$ cat src/rtl/mask_index_encoder.sv
// mask_index_encoder: serialises a request mask into set-bit indices, lowest first, over valid/ready
module mask_index_encoder #(
  parameter int N = 32,
  parameter int W = 5
) (
  input  logic         clk,
  input  logic         reset,
  input  logic         Load_i,
  input  logic [N-1:0] Mask_i,
  input  logic         Ready_i,
  output logic         Valid_o,
  output logic [W-1:0] Index_o,
  output logic         Busy_o,
  output logic [W:0]   Count_o,
  output logic         Done_o
);
  typedef enum logic {IDLE, EMIT} state_t;
  state_t state_q, state_d;
  logic [N-1:0] mask_q, mask_d, rest;
  logic [W-1:0] index_q, index_d;
  logic [W:0]   count_q, count_d;
  logic         valid_q, valid_d, done_q, done_d, load, xfer;

  function automatic logic [W-1:0] lowest(input logic [N-1:0] m);
    lowest = '0;
    for (int i = N-1; i >= 0; i--) if (m[i]) lowest = i[W-1:0];
  endfunction

  function automatic logic [W:0] popcount(input logic [N-1:0] m);
    popcount = '0;
    for (int i = 0; i < N; i++) popcount = popcount + (W+1)'(m[i]);
  endfunction

  always_ff @(posedge clk or posedge reset) begin
    if (reset) begin
      state_q <= IDLE;
      mask_q  <= '0;
      index_q <= '0;
      count_q <= '0;
      valid_q <= 1'b0;
      done_q  <= 1'b0;
    end else begin
      state_q <= state_d;
      mask_q  <= mask_d;
      index_q <= index_d;
      count_q <= count_d;
      valid_q <= valid_d;
      done_q  <= done_d;
    end
  end

  always_comb begin
    rest    = mask_q & ~({{(N-1){1'b0}}, 1'b1} << index_q);
    state_d = (state_q == IDLE) ? ((Load_i && |Mask_i) ? EMIT : IDLE)
                                : ((Ready_i && ~|rest) ? IDLE : EMIT);
  end

  always_comb begin
    load    = (state_q == IDLE) && Load_i;
    xfer    = (state_q == EMIT) && Ready_i;
    mask_d  = load ? Mask_i : xfer ? rest : mask_q;
    index_d = load ? lowest(Mask_i) : xfer ? lowest(rest) : index_q;
    count_d = load ? popcount(Mask_i) : xfer ? count_q - 1'b1 : count_q;
    valid_d = (state_d == EMIT);
    done_d  = (load && ~|Mask_i) || (xfer && ~|rest);
  end

  assign Valid_o = valid_q;
  assign Index_o = index_q;
  assign Busy_o  = (state_q == EMIT);
  assign Count_o = count_q;
  assign Done_o  = done_q;
endmodule

$ cat config.mk
export PLATFORM = sky130hd
export DESIGN_NAME = mask_index_encoder
export DESIGN_NICKNAME = d
export VERILOG_FILES = /design/src/rtl/mask_index_encoder.sv
export SDC_FILE = /design/constraint.sdc
export NUM_CORES = 1
export LEC_CHECK = 0
export BUFFER_PORTS_ARGS = -buffer_cell sky130_fd_sc_hd__buf_2
export CAP_MARGIN = 0
export CORE_MARGIN = 3
export CORE_UTILIZATION = 53
export DETAILED_ROUTE_END_ITERATION = 7
export MAX_ROUTING_LAYER = met4
export PLACE_DENSITY = 0.77
export SLEW_MARGIN = 40
export SYNTH_ARGS = -nofsm -noshare
export SYNTH_HDL_FRONTEND = slang
export SYNTH_SLANG_ARGS = --single-unit
$ cat constraint.sdc
create_clock -name clk -period 2 [get_ports clk]
set_input_delay 0.1 -clock clk [delete_from_list [all_inputs] [get_ports clk]]
set_output_delay 0.1 -clock clk [all_outputs]
set_load 0.05 [all_outputs]
==> impl_metrics.csv <==
group,metric,value,unit
outcome,status,"complete, but fails checks",
outcome,violations,"negative setup slack",
logic_synthesis,syn_avg_cell_area,8.57,um^2
floorplanning,die_w,91.5,um
power_and_ir_drop,leakage,2.58,nW
logic_synthesis,synth_fp_nets,521,
sta,finalSetupViolations,13,
clocking,cts.clk_slew.worst_paths,0.09,ns
floorplanning,core,6940,um^2
logic_synthesis,yosysSeqAreaShare,29.1,%
sta,worst_pin_slew,0.765,ns
clocking,numCtsBuffers,5,
clocking,tritoncts,"yes",
global_routing,grt_pass1_wl,23000,um
drt,detail_route.wl_per_cell,20.7,um
critical_path,path_class,"in2reg",
sta,fin_crit_sh,205,%
job,max_cap_violations,0,
drt,avgViaCountPerCell,6.31,
critical_path,cp-end-kind,"register",
drt,drtIter0Drc,517,
logic_synthesis,synthArstFlopShare,100,%
clocking,clock_tree.root_cell,"clkbuf_8",
layout,regArea,1130,um^2
sta,fin_crit,4.10,ns
logic_synthesis,ys.flop_type,"dfrtp_1",
floorplanning,initial_utilization,55.8,%
global_routing,antenna_found_initial,0,
critical_path,worstPathArrival,4.29,ns
critical_path,ff2ff_setup_slack,-0.20,ns
drt,ant_nets,0,
sta,fmax,244,MHz
logic_synthesis,synth_edf_count,0,
floorplanning,chipHeight,91.5,um
sta,hold_viol_final,0,
layout,multiInputGateArea,2740,um^2
global_routing,grt.overflow.total,0,
sta,rsz0062_at_grt,"yes",
placed_design,dpl_worst_slack,-2.53,ns
power_and_ir_drop,powerDensity,1860,nW/um^2
critical_path,worstSetupStartpointType,"input port",
placed_design,gp_congestion,0.992,
layout,finalNetCount,687,
placed_design,placed_area,5040,um^2
power_and_ir_drop,total_power,10.4,mW
drt,routed_wl,14800,um
sta,fin_setup_tns,-12.92,ns
global_routing,track_usage,36.2,%
layout,syn2layout_area_growth,43.3,%
sta,drv_slew,0,
sta,finClkSkew,0.0120,ns
drt,num_vias,4510,
logic_synthesis,ys_ff_latch,45,
sta,hold_slack,0.130,ns
floorplanning,rows,30,
sta,finalWorstSetupSlack,-2.10,ns
layout,fillCellCount,489,
placed_design,dp.cells,687,
layout,final_common_cell,"buf_4",
layout,diodes,0,
logic_synthesis,synth_warnings,0,
floorplanning,die_area,8370,um^2
layout,layout_common_cells,"buf_4 (126), o21ai_0 (52), buf_2 (48)",
logic_synthesis,synth_cells,452,
global_routing,grt_start_max_net_pins,36,
clocking,clock_latency,0.31,ns
placed_design,port_buffers,49,
layout,fin_area,5550,um^2
drt,drt_first_pass_iters,6,
clocking,h-tree-depth,2,
clocking,clockBufferDepth,2,
drt,drc,0,
logic_synthesis,syn-cell-area,3870,um^2
layout,drive_above_1_share,41.7,%
layout,layoutNonFillerInstCount,715,
placed_design,dpl.hpwl,11000,um
min_path,min_path_type,"in2reg",
layout,fin_util,79.9,%
sta,slew_headroom,48.9,%
power_and_ir_drop,vdd_drop_max,1720,uV
clocking,cts_sinks,45,
global_routing,grt_pass1_vias,4384,
logic_synthesis,ys_types,63,
critical_path,required,2.20,ns
floorplanning,io_pins,50,
critical_path,critPathMaxFanout,2,
[logic make-up after synthesis]
family	Yosys count	share of synthesized area, %
and+or+nand+nor	119	16.8
DFF	45	29.1
muxes	2	0.581
AOI/OAI and AO/OA	180	29.6
adders and majority gates	33	15.3
xor gates and xnor gates	4	0.904
buffers and inverters	69	7.72
[synthesized netlist by cell type (3+ instances only)]
cell,n,area [um^2]
o21ai_0,77,385
inv_1,46,173
dfrtp_1,45,1130
nand2_1,26,97.6
a22oi_1,25,188
fa_1,24,480
nor2_1,23,86.3
a21oi_1,20,100
clkbuf_1,13,48.8
nand4_1,10,62.6
ha_1,9,113
nand3_1,9,45.0
nor3_1,8,40.0
nand2b_1,7,43.8
a21boi_0,6,45.0
buf_4,6,45.0
nor4_1,6,37.5
a211oi_1,5,37.5
o21ai_1,5,25.0
a21o_1,4,30.0
and2_1,4,25.0
nand3b_1,4,30.0
xor2_1,4,35.0
a41oi_1,3,26.3
nor2b_1,3,18.8
o2111ai_1,3,26.3
o211ai_1,3,22.5
o21a_1,3,22.5
o22ai_1,3,18.8
o31ai_1,3,22.5
or3_1,3,18.8
[layer usage]
metal	GRT usage, %	wire, um
met5	-	0
met4	17.1	717
met3	3.73	1350
met2	57.3	6960
met1	46.7	5750
[registers in the layout, indices dropped and copies added, names as in the netlist]
name / count
Index_o: 5
mask_q: 32
Valid_o: 1
Done_o: 1
Count_o: 6
[worst max-delay path, stage by stage]
cell,delay (ns)
buf_2,0.12
fa_1,0.55
inv_1,0.08
fa_2,0.55
fa_2,0.44
fa_1,0.53
fa_1,0.42
fa_1,0.50
inv_2,0.05
ha_4,0.15
inv_2,0.05
fa_2,0.18
inv_1,0.04
a21o_1,0.17
a21oi_2,0.14
xor2_1,0.15
o21ai_1,0.07
[what timing repair did]
item                                    4_1_cts  5_1_grt
gates cloned                                  0        0
pin swaps                                    18       31
hold endpoints to repair                     33        0
endpoints found under the setup margin       13       13
hold buffers                                  1        0
resized for setup                            44       24
setup buffers                                10       10
[final cells by class]
class                      count  share of cell area, %
clock buffer                   6                   1.31
clock inverter                 2                  0.699
inverter                      46                   3.11
multi-input combinational    338                   49.3
sequential                    45                   20.4
tap                           96                   2.16
timing repair buffer         182                   23.0
[report_power, final]
part	leakage [nW]	switching (mW)	internal, mW	total, mW
clock	0.0554	0.351	0.376	0.727
sequential	0.583	0.371	1.28	1.65
combinational	1.94	4.28	3.69	7.97
[worst paths after layout]
kind / start / end / cells past startpoint
max: Mask_i[0] / Count_o[4]$_DFFE_PP0P_ / 17
min reg2reg: mask_q[1]$_DFFE_PP0P_ / mask_q[1]$_DFFE_PP0P_ / 2
max reg2reg: Index_o[2]$_DFFE_PP0P_ / Index_o[4]$_DFFE_PP0P_ / 8
max in group asynchronous: reset / mask_q[7]$_DFFE_PP0P_ / 4
min: Mask_i[7] / mask_q[7]$_DFFE_PP0P_ / 3
min in group asynchronous: reset / mask_q[19]$_DFFE_PP0P_ / 3
(Power assumes the default switching activity.)
